[config.mk]
export PLATFORM = sky130hd
export DESIGN_NAME = rotate_arbiter_flat
export DESIGN_NICKNAME = d
export VERILOG_FILES = /design/src/rtl/rotate_arbiter_if.sv /design/src/rtl/rotate_arbiter.sv /design/src/flat_wrapper.sv
export SDC_FILE = /design/constraint.sdc
export NUM_CORES = 1
export LEC_CHECK = 0
export BUFFER_PORTS_ARGS = -buffer_cell sky130_fd_sc_hd__buf_4
export CORE_UTILIZATION = 40
export DETAILED_ROUTE_END_ITERATION = 8
export GPL_ROUTABILITY_DRIVEN = 0
export PLACE_DENSITY = 0.81
export RECOVER_POWER = 25
export SLEW_MARGIN = 10
export SYNTH_ARGS = -nofsm -noshare
export SYNTH_HDL_FRONTEND = slang
export SYNTH_SLANG_ARGS = --single-unit
[constraint.sdc]
create_clock -name clk -period 6.5 [get_ports clk]
set_input_delay 1.625 -clock clk [delete_from_list [all_inputs] [get_ports clk]]
set_output_delay 1.625 -clock clk [all_outputs]
set_load 0.1 [all_outputs]
[src/rtl/rotate_arbiter_if.sv]
`default_nettype none
// ============================================================================
//  Module      : rotate_arbiter_if
//  Description : Request/grant and result valid/ready bundle shared between
//                the rotate clients and the rotate_arbiter.
//  Revision    : 1.0 - initial release
// ============================================================================
`ifndef DEFAULT_WIDTH
`define DEFAULT_WIDTH 8
`endif

interface rotate_arbiter_if #(
   parameter int N = `DEFAULT_WIDTH,
   parameter int M = 4
);
   localparam int c_lw = $clog2(N);
   localparam int c_iw = $clog2(M);

   logic [M-1:0]      req;
   logic [M-1:0]      dir;
   logic [M*N-1:0]    a;
   logic [M*c_lw-1:0] b;
   logic [M-1:0]      gnt;
   logic [N-1:0]      out;
   logic [c_iw-1:0]   out_id;
   logic              out_valid;
   logic              out_ready;

   // Client side: presents operations and consumes results
   modport master (
      output req, dir, a, b, out_ready,
      input  gnt, out, out_id, out_valid
   );

   // Arbiter side: grants operations and produces results
   modport slave (
      input  req, dir, a, b, out_ready,
      output gnt, out, out_id, out_valid
   );
endinterface

`default_nettype wire

[src/rtl/rotate_arbiter.sv]
`default_nettype none
// ============================================================================
//  Module      : rotate_arbiter
//  Description : Round-robin arbiter sharing one log2-stage barrel rotator
//                between M requesters; result held in a valid/ready register
//                tagged with the winning requester index.
//  Revision    : 1.0 - initial release
// ============================================================================
`ifndef DEFAULT_WIDTH
`define DEFAULT_WIDTH 8
`endif

module rotate_arbiter #(
   parameter int N = `DEFAULT_WIDTH,
   parameter int M = 4
) (
   input  wire logic        clk,
   input  wire logic        rst,
   rotate_arbiter_if.slave  bus
);
   localparam int c_lw = $clog2(N);
   localparam int c_iw = $clog2(M);

   logic [c_iw-1:0] r_ptr;
   logic [N-1:0]    r_out;
   logic [c_iw-1:0] r_out_id;
   logic            r_out_valid;

   logic            w_can_accept;
   logic            w_found;
   logic [c_iw-1:0] w_winner;
   logic [c_iw:0]   w_sum;
   logic [c_iw-1:0] w_cand;
   logic            w_grant;
   logic [M-1:0]    w_gnt;

   logic [N-1:0]    w_a_arr [M];
   logic [c_lw-1:0] w_b_arr [M];
   logic [N-1:0]    w_sel_a;
   logic [c_lw-1:0] w_sel_b;
   logic            w_sel_dir;
   logic [N-1:0]    w_stage [c_lw+1];

   // A new operation may enter whenever the result slot is empty or draining
   assign w_can_accept = !r_out_valid || bus.out_ready;

   // Round-robin search: first set request from r_ptr upward, wrapping at M
   always_comb begin
      w_found  = 1'b0;
      w_winner = '0;
      w_sum    = '0;
      w_cand   = '0;
      for (int k = 0; k < M; k++) begin
         w_sum = {1'b0, r_ptr} + (c_iw+1)'(k);
         if (w_sum >= (c_iw+1)'(M)) begin
            w_sum = w_sum - (c_iw+1)'(M);
         end
         w_cand = w_sum[c_iw-1:0];
         if (!w_found && bus.req[w_cand]) begin
            w_found  = 1'b1;
            w_winner = w_cand;
         end
      end
   end

   // No grant during reset or while the output register is stalled
   assign w_grant = w_found && w_can_accept && !rst;
   assign w_gnt   = w_grant ? (M'(1) << w_winner) : '0;
   assign bus.gnt = w_gnt;

   // Unpack the per-requester operand fields for the winner mux
   for (genvar i = 0; i < M; i++) begin : g_unpack
      assign w_a_arr[i] = bus.a[i*N +: N];
      assign w_b_arr[i] = bus.b[i*c_lw +: c_lw];
   end

   assign w_sel_a   = w_a_arr[w_winner];
   assign w_sel_b   = w_b_arr[w_winner];
   assign w_sel_dir = bus.dir[w_winner];

   // Barrel rotator: stage s rotates by 2**s in the selected direction
   assign w_stage[0] = w_sel_a;
   for (genvar s = 0; s < c_lw; s++) begin : g_stage
      localparam int c_sh = 1 << s;
      assign w_stage[s+1] = !w_sel_b[s] ? w_stage[s] :
                            w_sel_dir   ? {w_stage[s][N-1-c_sh:0], w_stage[s][N-1:N-c_sh]} :
                                          {w_stage[s][c_sh-1:0], w_stage[s][N-1:c_sh]};
   end

   // Priority pointer moves past the winner on every grant
   always_ff @(posedge clk) begin
      if (rst) begin
         r_ptr <= '0;
      end else if (w_grant) begin
         r_ptr <= (w_winner == c_iw'(M-1)) ? '0 : w_winner + 1'b1;
      end
   end

   // Result register: load on grant, drop valid when drained without refill
   always_ff @(posedge clk) begin
      if (rst) begin
         r_out       <= '0;
         r_out_id    <= '0;
         r_out_valid <= 1'b0;
      end else if (w_grant) begin
         r_out       <= w_stage[c_lw];
         r_out_id    <= w_winner;
         r_out_valid <= 1'b1;
      end else if (bus.out_ready) begin
         r_out_valid <= 1'b0;
      end
   end

   assign bus.out       = r_out;
   assign bus.out_id    = r_out_id;
   assign bus.out_valid = r_out_valid;

endmodule

`default_nettype wire

[src/flat_wrapper.sv]
// flat-port wrapper written by rule: the top's interface ports become plain ports
module rotate_arbiter_flat 
#(
   parameter int N = `DEFAULT_WIDTH,
   parameter int M = 4
)
  (clk, rst, bus_req, bus_dir, bus_a, bus_b, bus_out_ready, bus_gnt, bus_out, bus_out_id, bus_out_valid);
  rotate_arbiter_if #(.N(N), .M(M)) bus_i ();
  input  wire logic clk;
  input  wire logic rst;
  input wire logic [$bits(bus_i.req)-1:0] bus_req;
  input wire logic [$bits(bus_i.dir)-1:0] bus_dir;
  input wire logic [$bits(bus_i.a)-1:0] bus_a;
  input wire logic [$bits(bus_i.b)-1:0] bus_b;
  input wire logic [$bits(bus_i.out_ready)-1:0] bus_out_ready;
  output wire logic [$bits(bus_i.gnt)-1:0] bus_gnt;
  output wire logic [$bits(bus_i.out)-1:0] bus_out;
  output wire logic [$bits(bus_i.out_id)-1:0] bus_out_id;
  output wire logic [$bits(bus_i.out_valid)-1:0] bus_out_valid;
  assign bus_i.req = bus_req;
  assign bus_i.dir = bus_dir;
  assign bus_i.a = bus_a;
  assign bus_i.b = bus_b;
  assign bus_i.out_ready = bus_out_ready;
  assign bus_gnt = bus_i.gnt;
  assign bus_out = bus_i.out;
  assign bus_out_id = bus_i.out_id;
  assign bus_out_valid = bus_i.out_valid;
  rotate_arbiter #(.N(N), .M(M)) u_core (.clk(clk), .rst(rst), .bus(bus_i));
endmodule
**After elaboration in Yosys (flattened, before gate mapping)**

Cells that the tools add are included.

- Bits in registers: 13
- Latch bits: 0
- Memory bits (writable): 0
- Bits in read-only memories: 0
- Input port bits: 55
- Output and inout port bits: 15
- Logic and storage cells: 74
- Memories: 0

- Add/subtract/negate cells: 8
- $mul: 0
- Div/mod/pow operators: 0
- Order comparisons: 10
- Eq/ne operators: 1
- Shift-type cells: 1
- Mux-type cells: 37
- Bitwise logic cells: 1
- Reductions and logical operators: 12

Operators by type and width:

| cell | number |
|---|---|
| 2-to-1 mux 8 bit | 7 |
| 2-to-1 mux 2 bit | 9 |
| binary-select mux 8 bit (select 2 bit) | 1 |
| less-than comparator 2 x 3 -> 1 bit, second input constant | 5 |
| >= comparator 3 bit, second input constant | 4 |
| 2-to-1 mux 1 bit | 11 |
| binary-select mux 1 bit (select 2 bit) | 5 |
| subtractor 2 x 1 -> 2 bit, second input constant | 4 |
| adder 2 x 2 -> 3 bit, second input constant | 2 |
| binary-select mux 3 bit (select 2 bit) | 1 |
| 2-to-1 mux 3 bit | 2 |
| logical AND 1 bit | 5 |
| zero test 1 bit | 5 |
| 2-to-1 mux 4 bit | 1 |
| << shifter 1 x 2 -> 4 bit, first input constant | 1 |
| adder 2 x 1 -> 3 bit, second input constant | 1 |
| >= comparator 2 x 3 -> 1 bit, second input constant | 1 |
| inverter 2 -> 3 bit | 1 |
| adder 2 x 1 -> 2 bit, second input constant | 1 |
| equality test 2 bit, second input constant | 1 |
| nonzero test 2 bit | 1 |
| logical OR 1 bit | 1 |

**Depth between registers and ports, before layout**

- Depth after elaboration: 23
- Mapped depth: 13
- Mapped depth without buffers: 10

**Least setup slack after synthesis**

OpenSTA, ideal clock, no wires.

- Kind: input to output
- Start: in bus_req[2]
- End: out bus_gnt[1]
- Arrival: 3.646 ns
- Data required time: 4.875 ns
- Slack: 1.229 ns
- Stages: 8
- Buffers on the path: 2
- Path through: nor2b_1 -> or4b_4 -> and2_4 -> buf_6 -> clkinv_2 -> buf_6 -> ha_1 -> and2_1

- Elaborated cells on any way between the ends: 26
- Classes of those cells: shift (1); mux (17); reduce/logical (8)

RTL lines:

| what | line | text |
|---|---|---|
| start, declared | flat_wrapper.sv:11 | `input wire logic [$bits(bus_i.req)-1:0] bus_req;` |
| binary-select mux 1 bit (select 2 bit) | rotate_arbiter.sv:59 | `if (!w_found && bus.req[w_cand]) begin` |
| 2-to-1 mux 1 bit (not written as such) | rotate_arbiter.sv:59 |  |
| 2-to-1 mux 1 bit | rotate_arbiter.sv:59 |  |
| zero test 1 bit | rotate_arbiter.sv:59 |  |
| logical AND 1 bit | rotate_arbiter.sv:59 |  |
| 2-to-1 mux 1 bit | rotate_arbiter.sv:59 |  |
| zero test 1 bit | rotate_arbiter.sv:59 |  |
| logical AND 1 bit | rotate_arbiter.sv:59 |  |
| 2-to-1 mux 1 bit | rotate_arbiter.sv:59 |  |
| zero test 1 bit | rotate_arbiter.sv:59 |  |
| logical AND 1 bit | rotate_arbiter.sv:59 |  |
| 2-to-1 mux 2 bit (*) | rotate_arbiter.sv:59 |  |
| net u_core.w_winner[0] | rotate_arbiter.sv:31 | `logic [c_iw-1:0] w_winner;` |
| << shifter 1 x 2 -> 4 bit (*) | rotate_arbiter.sv:68 | `assign w_gnt = w_grant ? (M'(1) << w_winner) : '0;` |
| 2-to-1 mux 4 bit (*) | rotate_arbiter.sv:68 |  |
| end, declared | flat_wrapper.sv:16 | `output wire logic [$bits(bus_i.gnt)-1:0] bus_gnt;` |

The timed path passes the listed nets; every way through them passes the cells marked *. The select of a mux whose other input is x is not followed.

**Worst setup path after layout**

- Start: in bus_req[2]
- End: out bus_gnt[3]

- Word-level cells in the longest chain between the ends: 15
- Elaborated cells on any way between the ends: 26
- Classes of those cells: shift (1); mux (17); reduce/logical (8)

RTL lines:

| what | line | text |
|---|---|---|
| binary-select mux 1 bit (select 2 bit) | rotate_arbiter.sv:59 |  |
| 2-to-1 mux 1 bit (not written as such) | rotate_arbiter.sv:59 |  |
| 2-to-1 mux 1 bit | rotate_arbiter.sv:59 |  |
| zero test 1 bit | rotate_arbiter.sv:59 |  |
| logical AND 1 bit | rotate_arbiter.sv:59 |  |
| 2-to-1 mux 1 bit | rotate_arbiter.sv:59 |  |
| zero test 1 bit | rotate_arbiter.sv:59 |  |
| logical AND 1 bit | rotate_arbiter.sv:59 |  |
| 2-to-1 mux 1 bit | rotate_arbiter.sv:59 |  |
| zero test 1 bit | rotate_arbiter.sv:59 |  |
| logical AND 1 bit | rotate_arbiter.sv:59 |  |
| 2-to-1 mux 1 bit | rotate_arbiter.sv:59 |  |
| logical AND 1 bit (2 in a row) | rotate_arbiter.sv:67 | `assign w_grant = w_found && w_can_accept && !rst;` |
| 2-to-1 mux 4 bit (*) | rotate_arbiter.sv:68 |  |

Every way passes the cells marked *; elsewhere a longest branch is shown, timed or not. The select of a mux whose other input is x is not followed.

==> flow_metrics.env <==
export IMPL_critPathRequiredTime_ns=4.88
export IMPL_synth_top_cells_by_count="nand2_1 (35), nor2_1 (28), a21oi_1 (23)"
export IMPL_first_global_vias=1777
export IMPL_synth_top_area_share_pct=16.3
export IMPL_fp_dieH_um=65.2
export IMPL_slew_limit_headroom_pct=22.4
export IMPL_whs_path_depth=2
export IMPL_wire_per_inst_um=14.2
export IMPL_drc=0
export IMPL_clk_pin_slew_ns=0.05
export IMPL_gr_usage_all_layers_pct=22.8
export IMPL_place_hpwl_um=3820
export IMPL_min_from="u_core.bus.out_id[1]$_SDFFE_PP0P_"
export IMPL_critPathBufInv=3
export IMPL_syn_nets=288
export IMPL_drt_pass1_iter_count=4
export IMPL_cts_sinks=13
export IMPL_period_share_pct=80.5
export IMPL_die_area_um2=4250
export IMPL_vias=1931
export IMPL_die_w_um=65.2
export IMPL_htreeDepth=1
export IMPL_io_pins=70
export IMPL_slowest_delay_ns=0.47
export IMPL_synth_distinct_cells=48
export IMPL_critical_path_arrival_ns=3.61
export IMPL_powerDensity_nw_per_um2=361
export IMPL_grt_pass1_wl_um=7700
export IMPL_cts_resized=0
export IMPL_layout_drive_gt1_share_pct=27.5
export IMPL_crit_top_cell="buf_4"
export IMPL_start_util_pct=42.7
export IMPL_area_growth_syn_to_layout_pct=32.2
export IMPL_reg2reg_slack_ns=3.02
export IMPL_vias_per_cell=5.76
export IMPL_routed_wl_um=4750
export IMPL_clockBufferDepth=2
export IMPL_hold_viol_final=0
export IMPL_cts_tree="built"
export IMPL_crit_type="input port to primary output"
export IMPL_cts_root_buf="clkbuf_8"
export IMPL_yosys_area_top_type="dfxtp_1"
export IMPL_slowest_stage="clkinv_1"
export IMPL_antenna_found_initial=0
export IMPL_diodes=0
export IMPL_cp_end_kind="primary output"
export IMPL_post_cts_buffers=0
export IMPL_rr_worst_depth=10
export IMPL_finalClockSkew_ns=0.00274
export IMPL_netlist_area_um2=1600
export IMPL_cts_buffers_inserted=3
export IMPL_fmax_ghz=0.191
export IMPL_status="finished clean"
export IMPL_synthMostInstantiatedCell="nand2_1"
export IMPL_synthCells=229
export IMPL_overflow=0
export IMPL_min_to="u_core.bus.out_id[1]$_SDFFE_PP0P_"
export IMPL_nets=347
export IMPL_setup_viol=0
export IMPL_ir_drop_mv=0.213
export IMPL_worstReg2RegStart="u_core.r_ptr[1]$_SDFFE_PP0P_"
export IMPL_drt_initial_drc_count=127
export IMPL_antenna_left=0
export IMPL_io_buffers=69
export IMPL_async_flop_share_pct=0
export IMPL_fp_row_count=22
export IMPL_clk_latency_ns=0.24
export IMPL_timing_hold_worst_class="register to register"
export IMPL_worst_pin_slew_ns=1.17
export IMPL_fp_coreArea_um2=3740
export IMPL_yosys_most_used_dff="dfxtp_1"
export IMPL_cp_top_family="buffers and inverters"
export IMPL_tns_ns=0
export IMPL_r2r_end="u_core.bus.out[1]$_SDFFE_PP0P_"
export IMPL_whs_ns=0.488
export IMPL_cts_hold_buf=0
export IMPL_finalMaxSlewViolations=0
export IMPL_timing_critical_path_fanout_max=19
export IMPL_yosys_top_cells_area="dfxtp_1 (16%), nand2_1 (8.2%), a21oi_1 (7.2%)"
export IMPL_synth_enable_flop_cells=0
export IMPL_ys_ff_latch=13
export IMPL_ys_seq_area_share_pct=16.3
export IMPL_path_cells="buf_4, nor2b_1, a211oi_1, or2_2, clkinv_1, ha_1, and2_1, buf_4"
export IMPL_rsz0062_at_grt="no"
export IMPL_maxCapViolCount=0
export IMPL_final_util_pct=56.4
export IMPL_start_kind="input port"
export IMPL_grt_start_max_net_pins=29
export IMPL_avgSynthCellArea_um2=6.98
export IMPL_min_period_ns=5.23
export IMPL_synth_warnings=0
export IMPL_p_leak_nw=0.961
-- power breakdown --
part / internal, mW / switching, mW / leakage [nW]
combinational: 0.180 / 0.402 / 0.831
clock: 0.0431 / 0.0263 / 0.0228
sequential: 0.0990 / 0.0108 / 0.108
total: 0.322 / 0.439 / 0.961
-- cell usage in the layout, fill, tap and decap left out, drive strengths merged, types with 6 or more instances in the layout --
| cell | count |
|---|---|
| dfxtp | 13 |
| nand2 | 35 |
| a21oi | 23 |
| nor3 | 6 |
| nand3 | 9 |
| buf | 63 |
| clkbuf | 11 |
| mux2i | 10 |
| a22o | 8 |
| nor2 | 29 |
| o211a | 6 |
| o21ai | 9 |
| a211oi | 6 |
-- through the flow --
stage               setup slack, ns  total power [mW]  cells  cell area [um^2]
detailed placement             1.28             0.695    331              2090
floorplan                      1.23             0.591    229              1600
CTS                            1.28             0.766    335              2140
global placement               1.34             0.689    331              2090
finish                         1.27             0.761    335              2110
global route                   1.12             0.818    335              2110
-- worst max path at each step --
stage | depth (start not counted) | from | endpoint | slack [ns]
after floorplan | 8 | bus_req[2] | bus_gnt[1] | 1.23
after global placement | 8 | bus_req[2] | bus_gnt[3] | 1.34
after detailed placement | 8 | bus_req[2] | bus_gnt[3] | 1.28
after CTS | 8 | bus_req[2] | bus_gnt[3] | 1.28
after global routing | 8 | bus_req[2] | bus_gnt[3] | 1.12
final | 8 | bus_req[2] | bus_gnt[3] | 1.27
-- area by class of cell --
class	instances	area, um^2
fill	372	1630
multi-input combinational	196	1230
timing repair buffer	70	499
sequential	13	260
tap	48	60.1
clock buffer	4	45.0
inverter	4	16.3
-- routing by layer --
metal / part of all wire [%] / up-vias / global-route usage [%]
li1: - / 958 / -
met3: 5.1 / 10 / 3.99
met1: 42 / 892 / 26.6
met5: 0 / - / 0
met2: 51 / 71 / 42.9
met4: 1.8 / 0 / 4.62
-- sequential cells by signal, summed over array words and instances (netlist names) --
signal / count
u_core.bus.out_id: 2
u_core.r_ptr: 2
u_core.bus.out_valid: 1
u_core.bus.out: 8
-- worst min-delay path, stage by stage (launching register included) --
cell,delay (ns)
dfxtp_1,0.30
nand2b_1,0.06
o21ai_0,0.07
-- cell families (layout without fill, tap and decap cells) --
kind of cell / count (synthesis) / after routing / synth area share, %
multiplexers: 11 / 11 / 6.97
buffers and inverters: 20 / 78 / 6.97
adder cells (fa/ha/maj): 4 / 4 / 3.13
AO/OA/AOI/OAI: 79 / 79 / 36.2
AND/OR/NAND/NOR: 102 / 102 / 30.5
flip-flops: 13 / 13 / 16.3
(Power assumes the default switching activity.)
